--- config.mk ---
export PLATFORM = sky130hd
export DESIGN_NAME = lcd_bus_monitor
export DESIGN_NICKNAME = d
export VERILOG_FILES = /design/src/rtl/lcd_bus_monitor.sv
export SDC_FILE = /design/constraint.sdc
export NUM_CORES = 1
export LEC_CHECK = 0
export ABC_CLOCK_PERIOD_IN_PS = 10900
export CAP_MARGIN = 0
export CORE_ASPECT_RATIO = 0.75
export CORE_MARGIN = 3
export CORE_UTILIZATION = 28
export CTS_CLUSTER_SIZE = 20
export DETAILED_ROUTE_END_ITERATION = 10
export GPL_ROUTABILITY_DRIVEN = 0
export SYNTH_ARGS = -nofsm -noshare
export SYNTH_HDL_FRONTEND = slang
export SYNTH_SLANG_ARGS = --single-unit
--- constraint.sdc ---
create_clock -name clk_4MHz -period 10.9 [get_ports clk_4MHz]
set_clock_uncertainty 0.1 [all_clocks]
set_input_delay 2.18 -clock clk_4MHz [delete_from_list [all_inputs] [get_ports clk_4MHz]]
set_output_delay 2.18 -clock clk_4MHz [all_outputs]
set_load 0.05 [all_outputs]
--- src/rtl/lcd_bus_monitor.sv ---
// Passive monitor for an HD44780-style LCD write bus: keeps a 2x16 character shadow plus cursor/display state.
// Build option: define LCDMON_ERRCNT_EN to get a saturating dropped-event counter on err_count.
module lcd_bus_monitor #(
  parameter int         SYNC_STAGES = 2,
  parameter logic [7:0] BLANK_CHAR  = 8'h20
) (
  input  logic       clk_4MHz,
  input  logic       rst,
  input  logic [7:0] data,
  input  logic       lcd_e,
  input  logic       lcd_rs,
  input  logic       lcd_rw,
  input  logic [4:0] rd_addr,
  output logic [7:0] rd_char,
  output logic [6:0] cursor_addr,
  output logic       display_on,
  output logic       cursor_on,
  output logic       busy,
  output logic       write_strobe,
  output logic       cmd_strobe,
  output logic       err_overrun,
  output logic [7:0] err_count
);

  localparam int LAST = SYNC_STAGES - 1;

  typedef enum logic {ST_IDLE, ST_CLEAR} state_t;

  logic [SYNC_STAGES-1:0]      e_sync_q, rs_sync_q, rw_sync_q;
  logic [SYNC_STAGES-1:0][7:0] data_sync_q;
  logic                        e_last_q;

  // NOTE: sequential state uses <= so every flop samples pre-edge values; = here would collapse the sync chain.
  always_ff @(posedge clk_4MHz or posedge rst) begin
    if (rst) begin
      e_sync_q    <= '0;
      rs_sync_q   <= '0;
      rw_sync_q   <= '0;
      data_sync_q <= '0;
      e_last_q    <= 1'b0;
    end else begin
      e_sync_q    <= {e_sync_q[SYNC_STAGES-2:0], lcd_e};
      rs_sync_q   <= {rs_sync_q[SYNC_STAGES-2:0], lcd_rs};
      rw_sync_q   <= {rw_sync_q[SYNC_STAGES-2:0], lcd_rw};
      data_sync_q <= {data_sync_q[SYNC_STAGES-2:0], data};
      e_last_q    <= e_sync_q[LAST];
    end
  end

  logic       bus_event;
  logic       rs_s;
  logic [7:0] data_s;

  // Reads (rw = 1) are not events at all, so they can never count as drops.
  assign bus_event = e_last_q & ~e_sync_q[LAST] & ~rw_sync_q[LAST];
  assign rs_s      = rs_sync_q[LAST];
  assign data_s    = data_sync_q[LAST];

  function automatic logic [6:0] step_addr(input logic [6:0] a, input logic inc);
    if (inc) begin
      case (a)
        7'h27:   return 7'h40;
        7'h67:   return 7'h00;
        default: return a + 7'd1;
      endcase
    end else begin
      case (a)
        7'h40:   return 7'h27;
        7'h00:   return 7'h67;
        default: return a - 7'd1;
      endcase
    end
  endfunction

  state_t     state_q, state_d;
  logic [6:0] addr_q, addr_d;
  logic       id_q, id_d;
  logic       disp_q, disp_d;
  logic       cur_q, cur_d;
  logic [4:0] clr_idx_q, clr_idx_d;
  logic       ws_q, ws_d;
  logic       cs_q, cs_d;
  logic       err_q, err_d;
  logic       drop;
  logic       sh_we;
  logic [4:0] sh_idx;
  logic [7:0] sh_wdata;

  // NOTE: every output of this block gets a default first, so no path can infer a latch.
  always_comb begin
    state_d   = state_q;
    addr_d    = addr_q;
    id_d      = id_q;
    disp_d    = disp_q;
    cur_d     = cur_q;
    clr_idx_d = clr_idx_q;
    ws_d      = 1'b0;
    cs_d      = 1'b0;
    drop      = 1'b0;
    sh_we     = 1'b0;
    sh_idx    = '0;
    sh_wdata  = BLANK_CHAR;

    case (state_q)
      ST_IDLE: begin
        if (bus_event) begin
          if (rs_s) begin
            if (addr_q[5:4] == 2'b00) begin
              sh_we    = 1'b1;
              sh_idx   = {addr_q[6], addr_q[3:0]};
              sh_wdata = data_s;
              ws_d     = 1'b1;
            end
            addr_d = step_addr(addr_q, id_q);
          end else begin
            cs_d = 1'b1;
            casez (data_s)
              8'b1???????: addr_d = data_s[6:0];
              8'b01??????,
              8'b001?????,
              8'b0001????: ;
              8'b00001???: begin
                disp_d = data_s[2];
                cur_d  = data_s[1];
              end
              8'b000001??: id_d = data_s[1];
              8'b0000001?: addr_d = '0;
              8'b00000001: begin
                addr_d    = '0;
                id_d      = 1'b1;
                clr_idx_d = '0;
                state_d   = ST_CLEAR;
              end
              default: ;
            endcase
          end
        end
      end
      ST_CLEAR: begin
        sh_we     = 1'b1;
        sh_idx    = clr_idx_q;
        clr_idx_d = clr_idx_q + 5'd1;
        if (clr_idx_q == 5'd31) state_d = ST_IDLE;
        drop = bus_event;
      end
      default: state_d = ST_IDLE;
    endcase

    err_d = err_q | drop;
  end

  always_ff @(posedge clk_4MHz or posedge rst) begin
    if (rst) begin
      state_q   <= ST_IDLE;
      addr_q    <= '0;
      id_q      <= 1'b1;
      disp_q    <= 1'b0;
      cur_q     <= 1'b0;
      clr_idx_q <= '0;
      ws_q      <= 1'b0;
      cs_q      <= 1'b0;
      err_q     <= 1'b0;
    end else begin
      state_q   <= state_d;
      addr_q    <= addr_d;
      id_q      <= id_d;
      disp_q    <= disp_d;
      cur_q     <= cur_d;
      clr_idx_q <= clr_idx_d;
      ws_q      <= ws_d;
      cs_q      <= cs_d;
      err_q     <= err_d;
    end
  end

  logic [7:0] shadow_q [32];
  logic [7:0] rd_char_q;

  // NOTE: the shadow is a flop array with async reset, not RAM, because reset must show a blank display at once.
  always_ff @(posedge clk_4MHz or posedge rst) begin
    if (rst) begin
      for (int i = 0; i < 32; i++) shadow_q[i] <= BLANK_CHAR;
      rd_char_q <= BLANK_CHAR;
    end else begin
      if (sh_we) shadow_q[sh_idx] <= sh_wdata;
      rd_char_q <= shadow_q[rd_addr];
    end
  end

`ifdef LCDMON_ERRCNT_EN
  logic [7:0] err_cnt_q;

  always_ff @(posedge clk_4MHz or posedge rst) begin
    if (rst) begin
      err_cnt_q <= '0;
    end else if (drop && (err_cnt_q != 8'hFF)) begin
      err_cnt_q <= err_cnt_q + 8'd1;
    end
  end

  assign err_count = err_cnt_q;
`else
  assign err_count = 8'h00;
`endif

  assign rd_char      = rd_char_q;
  assign cursor_addr  = addr_q;
  assign display_on   = disp_q;
  assign cursor_on    = cur_q;
  assign busy         = (state_q == ST_CLEAR);
  assign write_strobe = ws_q;
  assign cmd_strobe   = cs_q;
  assign err_overrun  = err_q;

endmodule

## Word-level counts from Yosys, hierarchy flattened

Index checks and enable logic that the tools add are counted.

| storage, ports and cells | value |
|---|---|
| bits in registers | 306 |
| bits in latches | 0 |
| bits in writable memories | 0 |
| bits in read-only memories | 0 |
| input bits | 18 |
| output and inout bits | 29 |
| word-level logic and storage cells | 122 |
| memories | 0 |

| operators by class | value |
|---|---|
| add/subtract/negate cells | 3 |
| multiply operators | 0 |
| div/mod/pow operators | 0 |
| magnitude comparators | 3 |
| eq/ne operators | 11 |
| shifts and indexed selects | 0 |
| multiplexer cells | 38 |
| bitwise logic cells | 9 |
| reduce and logical (&&, ||, !) cells | 10 |

Operators with widths:

| operator | count |
|---|---|
| 256-bit bitwise mux | 1 |
| 8-bit 2-to-1 mux | 7 |
| 7-bit one-hot mux with 2 select lines | 3 |
| 8-bit binary-select mux with 5-bit select | 1 |
| 8-bit demux with 5-bit select | 1 |
| 5-bit 2-to-1 mux | 6 |
| 5-bit one-hot mux with 2 select lines | 2 |
| 7-bit == test (second input constant) | 2 |
| 7-bit 2-to-1 mux | 2 |
| 6-bit greater-or-equal comparator (second input constant) | 2 |
| 1-bit 2-to-1 mux | 12 |
| 5-bit NOT with 6-bit output | 2 |
| 8-bit by 1-bit == test with 1-bit output (second input constant) | 1 |
| 4-bit AND reduction | 2 |
| 7-bit by 1-bit adder with 7-bit output (second input constant) | 1 |
| 7-bit by 1-bit == test with 1-bit output (second input constant) | 1 |
| 7-bit by 6-bit == test with 1-bit output (second input constant) | 1 |
| 7-bit logical NOT | 1 |
| 7-bit by 1-bit subtractor with 7-bit output (second input constant) | 1 |
| 6-bit by 1-bit == test with 1-bit output (second input constant) | 1 |
| 6-bit by 1-bit less-than comparator with 1-bit output (second input constant) | 1 |
| 1-bit one-hot mux with 2 select lines | 3 |
| 3-bit AND reduction | 2 |
| 5-bit by 1-bit adder with 5-bit output (second input constant) | 1 |
| other kinds (12) | 17 |

## Logic depth before layout (Yosys ltp)

| logic depth | value |
|---|---|
| depth in word-level cells | 11 |
| mapped depth | 8 |
| depth with buffers taken out | 7 |

## Worst setup path after synthesis

No wires, ideal clock.

| timing path | value |
|---|---|
| path type | input port to flip-flop |
| start point | in rd_addr[0] |
| end point | reg rd_char_q[0], in the netlist rd_char[0] |
| library setup time | 0.125 ns |
| arrival | 4.194 ns |
| required time | 10.675 ns |
| setup slack | 6.481 ns |
| cell stages on the path | 5 |
| path buffers | 2 |
| cell sequence | buf_2 buf_1 mux4_2 mux4_2 mux2_2 |

| on the way | value |
|---|---|
| longest elaborated chain between the ends | 4 |

RTL lines:

| item | line | text |
|---|---|---|
| start: declaration | 13 | `input logic [4:0] rd_addr,` |
| 5-bit NOT with 6-bit output (not written as such) | 186 | `rd_char_q <= shadow_q[rd_addr];` |
| 8-bit binary-select mux with 5-bit select | 186 |  |
| 8-bit 2-to-1 mux (not written as such) (2 in series) | 186 |  |
| end signal: assignment | 186 |  |
| end: declaration | 177 | `logic [7:0] rd_char_q;` |

Every way passes these cells. The select of a mux whose other input is x is not followed.
A chain may end at the register's enable or synchronous reset.

## Worst setup path after layout

| timing path | value |
|---|---|
| start point | in rd_addr[0] |
| end point | reg rd_char_q[3], in the netlist rd_char[3] |

Same word-level chain as after synthesis.

==> metrics.md <==
| Metric | Value |
|---|---|
| Status | `completed` |
| Post-DP HPWL | `22.0 mm` |
| CTS Sinks | `306` |
| Register area | `7700 sq um` |
| Crit path max-delay cell type | `buf_4` |
| Max Clock Freq | `0.222 GHz` |
| Total wire length | `34.2 mm` |
| Multi-input logic area | `5940 sq um` |
| Final min period | `4500 ps` |
| Sequential area share after synthesis | `a little under three fifths` |
| Actual slew at the worst max-slew pin | `1150 ps` |
| Non-Filler Instances | `1607` |
| Slew Limit Fails | `0` |
| Synthesis Warnings | `0` |
| CTS resizes | `0` |
| DR WL/cell | `21.3 um` |
| ANT cells | `0` |
| FP Rows | `70` |
| Req. time, crit path | `11200 ps` |
| Synth-to-layout area growth | `14.8%` |
| Worst Path Max Fanout | `33` |
| Max-slew headroom | `23.2%` |
| Die width | `264 um` |
| Avg Inst Size Synth | `approximately 15 sq um` |
| PwrDens | `156 nW/um^2` |
| Vias in the first global route | `8314` |
| R2r endpoint | `shadow_q[193]` |
| Num CTS Buffers | `34` |
| EDFF count, synth | `0` |
| WP data arrival | `a little under 5000 ps` |
| Post-Synthesis Cell Area | `14000 sq um` |
| Fillcell total | `4763` |
| DRC Markers | `0` |
| Max Root-Sink Buffers | `3` |
| R2R Setup Slk | `7170 ps` |
| CTS tree | `built` |
| CP Cell Sequence | `buf_4 -> buf_4 -> mux4_2 -> mux4_2 -> mux2_2` |
| Synthesized flop and latch total | `306` |
| Period utilization | `about two fifths` |
| I/O pin cnt | `47` |
| WS Path Type | `input port to register` |
| Via Count | `approximately 8000` |
| Total GRT Usage | `13.1%` |
| RSZ-0062 raised after global routing | `false` |
| DRT iter0 DRCs | `431` |
| Reg2reg path depth | `5` |
| Initial antenna violation count | `0` |
| CTS H-tree lvls | `2` |
| Critical path startpoint category | `input port` |
| Slowest stage delay, CP | `660 ps` |
| Die ar. | `52600 sq um` |
| Worst Hold End | `data_s[2]` |
| Placed Instances | `1546` |
| Remaining antenna violation count | `0` |
| CTS clk-pin slew, worst paths | `60 ps` |
| Synth area leader | `dfrtp_1` |
| Most frequent cells after synthesis | `dfrtp_1 (272), mux2_2 (265), mux4_2 (80), clkbuf_1 (54), nand2_1 (41)` |
| Count leader, synth | `dfrtp_1` |
| Critical Path Sink Type | `register` |
| Hold path cells | `0` |
| # setup viols final | `0` |
| Worst vdd ir | `0.0928 mV` |
| Clk_lat worst skew | `520 ps` |
| Hold Crit Class | `register to register` |
| Synth top area cells | `dfrtp_1 (49%), mux2_2 (21%), mux4_2 (13%)` |
| Die Span Y | `199 um` |
| Postcts setup bufs | `0` |
| Crit. Startpoint | `rd_addr[0]` |
| Grt total ovfl | `0` |
| Top-area cell type share of the netlist area | `48.7%` |
| Hold Startpoint | `data_sync_q[2]` |
| Hold-fix buffers, CTS | `0` |
| Port Buffers | `38` |
| Starting density of the core | `28.5%` |
| Nets | `956` |
| First-pass GRT wire length | `53.3 mm` |
| Synth unique cells | `52` |
| Core ar. | `49000 sq um` |
| TritonRoute pass-1 iters | `5` |
| Largest net degree at the start of global routing | `123` |
| Clock Tree Root | `clkbuf_16` |
| Reg-to-Reg Start | `rs_sync_q[1]` |
| Asr flop ratio synth | `100%` |
| Synth Flop Type | `dfrtp_1` |
| P_leak | `7.31 nW` |
| Post-synthesis cell count | `slightly above 900` |
| DR vias/cell | `a little over 5` |
| Max Cap Violations | `0` |
| Final-report hold violation count | `0` |
| Layout cell share with drive strength beyond 1 | `47.2%` |
| Setup tns final | `0 ps` |
power breakdown:
group / internal, mW / switching (mW) / total [mW] / leakage (nW)
clock network: 0.655 / 0.453 / 1.11 / 0.530
registers: 1.17 / 0.0371 / 1.20 / 4.08
logic: 0.0714 / 0.123 / 0.195 / 2.70
total: 1.89 / 0.613 / 2.51 / 7.31
worst max-delay path: cells and delay by family:
| kind | cells | cell delay, ps |
|---|---|---|
| buffers and inverters | 2 | 1200 |
| multiplexers | 3 | 1380 |
state kept, by name, indices dropped and copies added, names as in the netlist, 2 cells and up:
register	cells
clr_idx_q	5
rw_sync_q	2
shadow_q	256
rd_char	8
data_s	8
data_sync_q	8
e_sync_q	2
rs_sync_q	2
cursor_addr	7
layout by cell type, fill, tap and decap left out, drive strengths merged, types with 4 or more instances in the layout:
cell	instances
dfrtp	272
mux2	266
mux4	80
clkbuf	55
nand2	41
clkdlybuf4s50	35
dfstp	34
buf	17
a21oi	15
nor2	14
and3	9
nor3	8
conb	8
inv	8
o21ai	7
and2	6
nand3	5
a31oi	5
a22o	5
o31ai	5
a32oi	4
nand2b	4
o22a	4
ha	4
clkinv	4
layout make-up:
cell class	instances	area share [%]
sequential	306	48.0
timing repair buffer	52	2.95
inverter	7	0.211
tap	648	5.06
clock inverter	6	0.273
clock buffer	55	6.49
multi-input combinational	533	37.0
metrics by stage:
stage	util, %	setup WS (ps)	hold slack [ps]	total power, mW	area, sq um
floorplan	-	217	231	1.36	14000
global placement	30.5	5790	234	1.42	15000
detailed placement	30.5	5780	235	1.42	15000
CTS	32.7	6340	248	2.54	16000
global route	32.7	6200	253	2.60	16000
finish	32.7	6400	246	2.51	16000
layer usage:
layer / share of wire, % / global-route usage, % / wire (um)
met1: 48 / 19.1 / 16300
met3: 6.0 / 2.97 / 2040
met2: 44 / 20.0 / 15200
met5: 0 / 0 / 0
met4: 1.8 / 3.19 / 631
kinds of logic (layout without fill, tap and decap cells):
kind of cell	after synthesis	in the layout	synth area share, %
compound gates	64	64	3.29
buf+inv	84	120	2.57
xor+xnor	2	2	0.125
flops	306	306	55.1
fa+ha+maj	4	4	0.358
other cells	1	8	0.0268
simple gates	107	107	4.02
mux	348	348	34.5
worst max path at each step:
stage | endpoint | cells after the start
6_report | rd_char[3] | 5
5_1_grt | rd_char[3] | 5
4_1_cts | rd_char[3] | 5
3_5_place_dp | rd_char[3] | 5
3_3_place_gp | rd_char[3] | 5
2_1_floorplan | busy | 1
(Power assumes the default switching activity.)
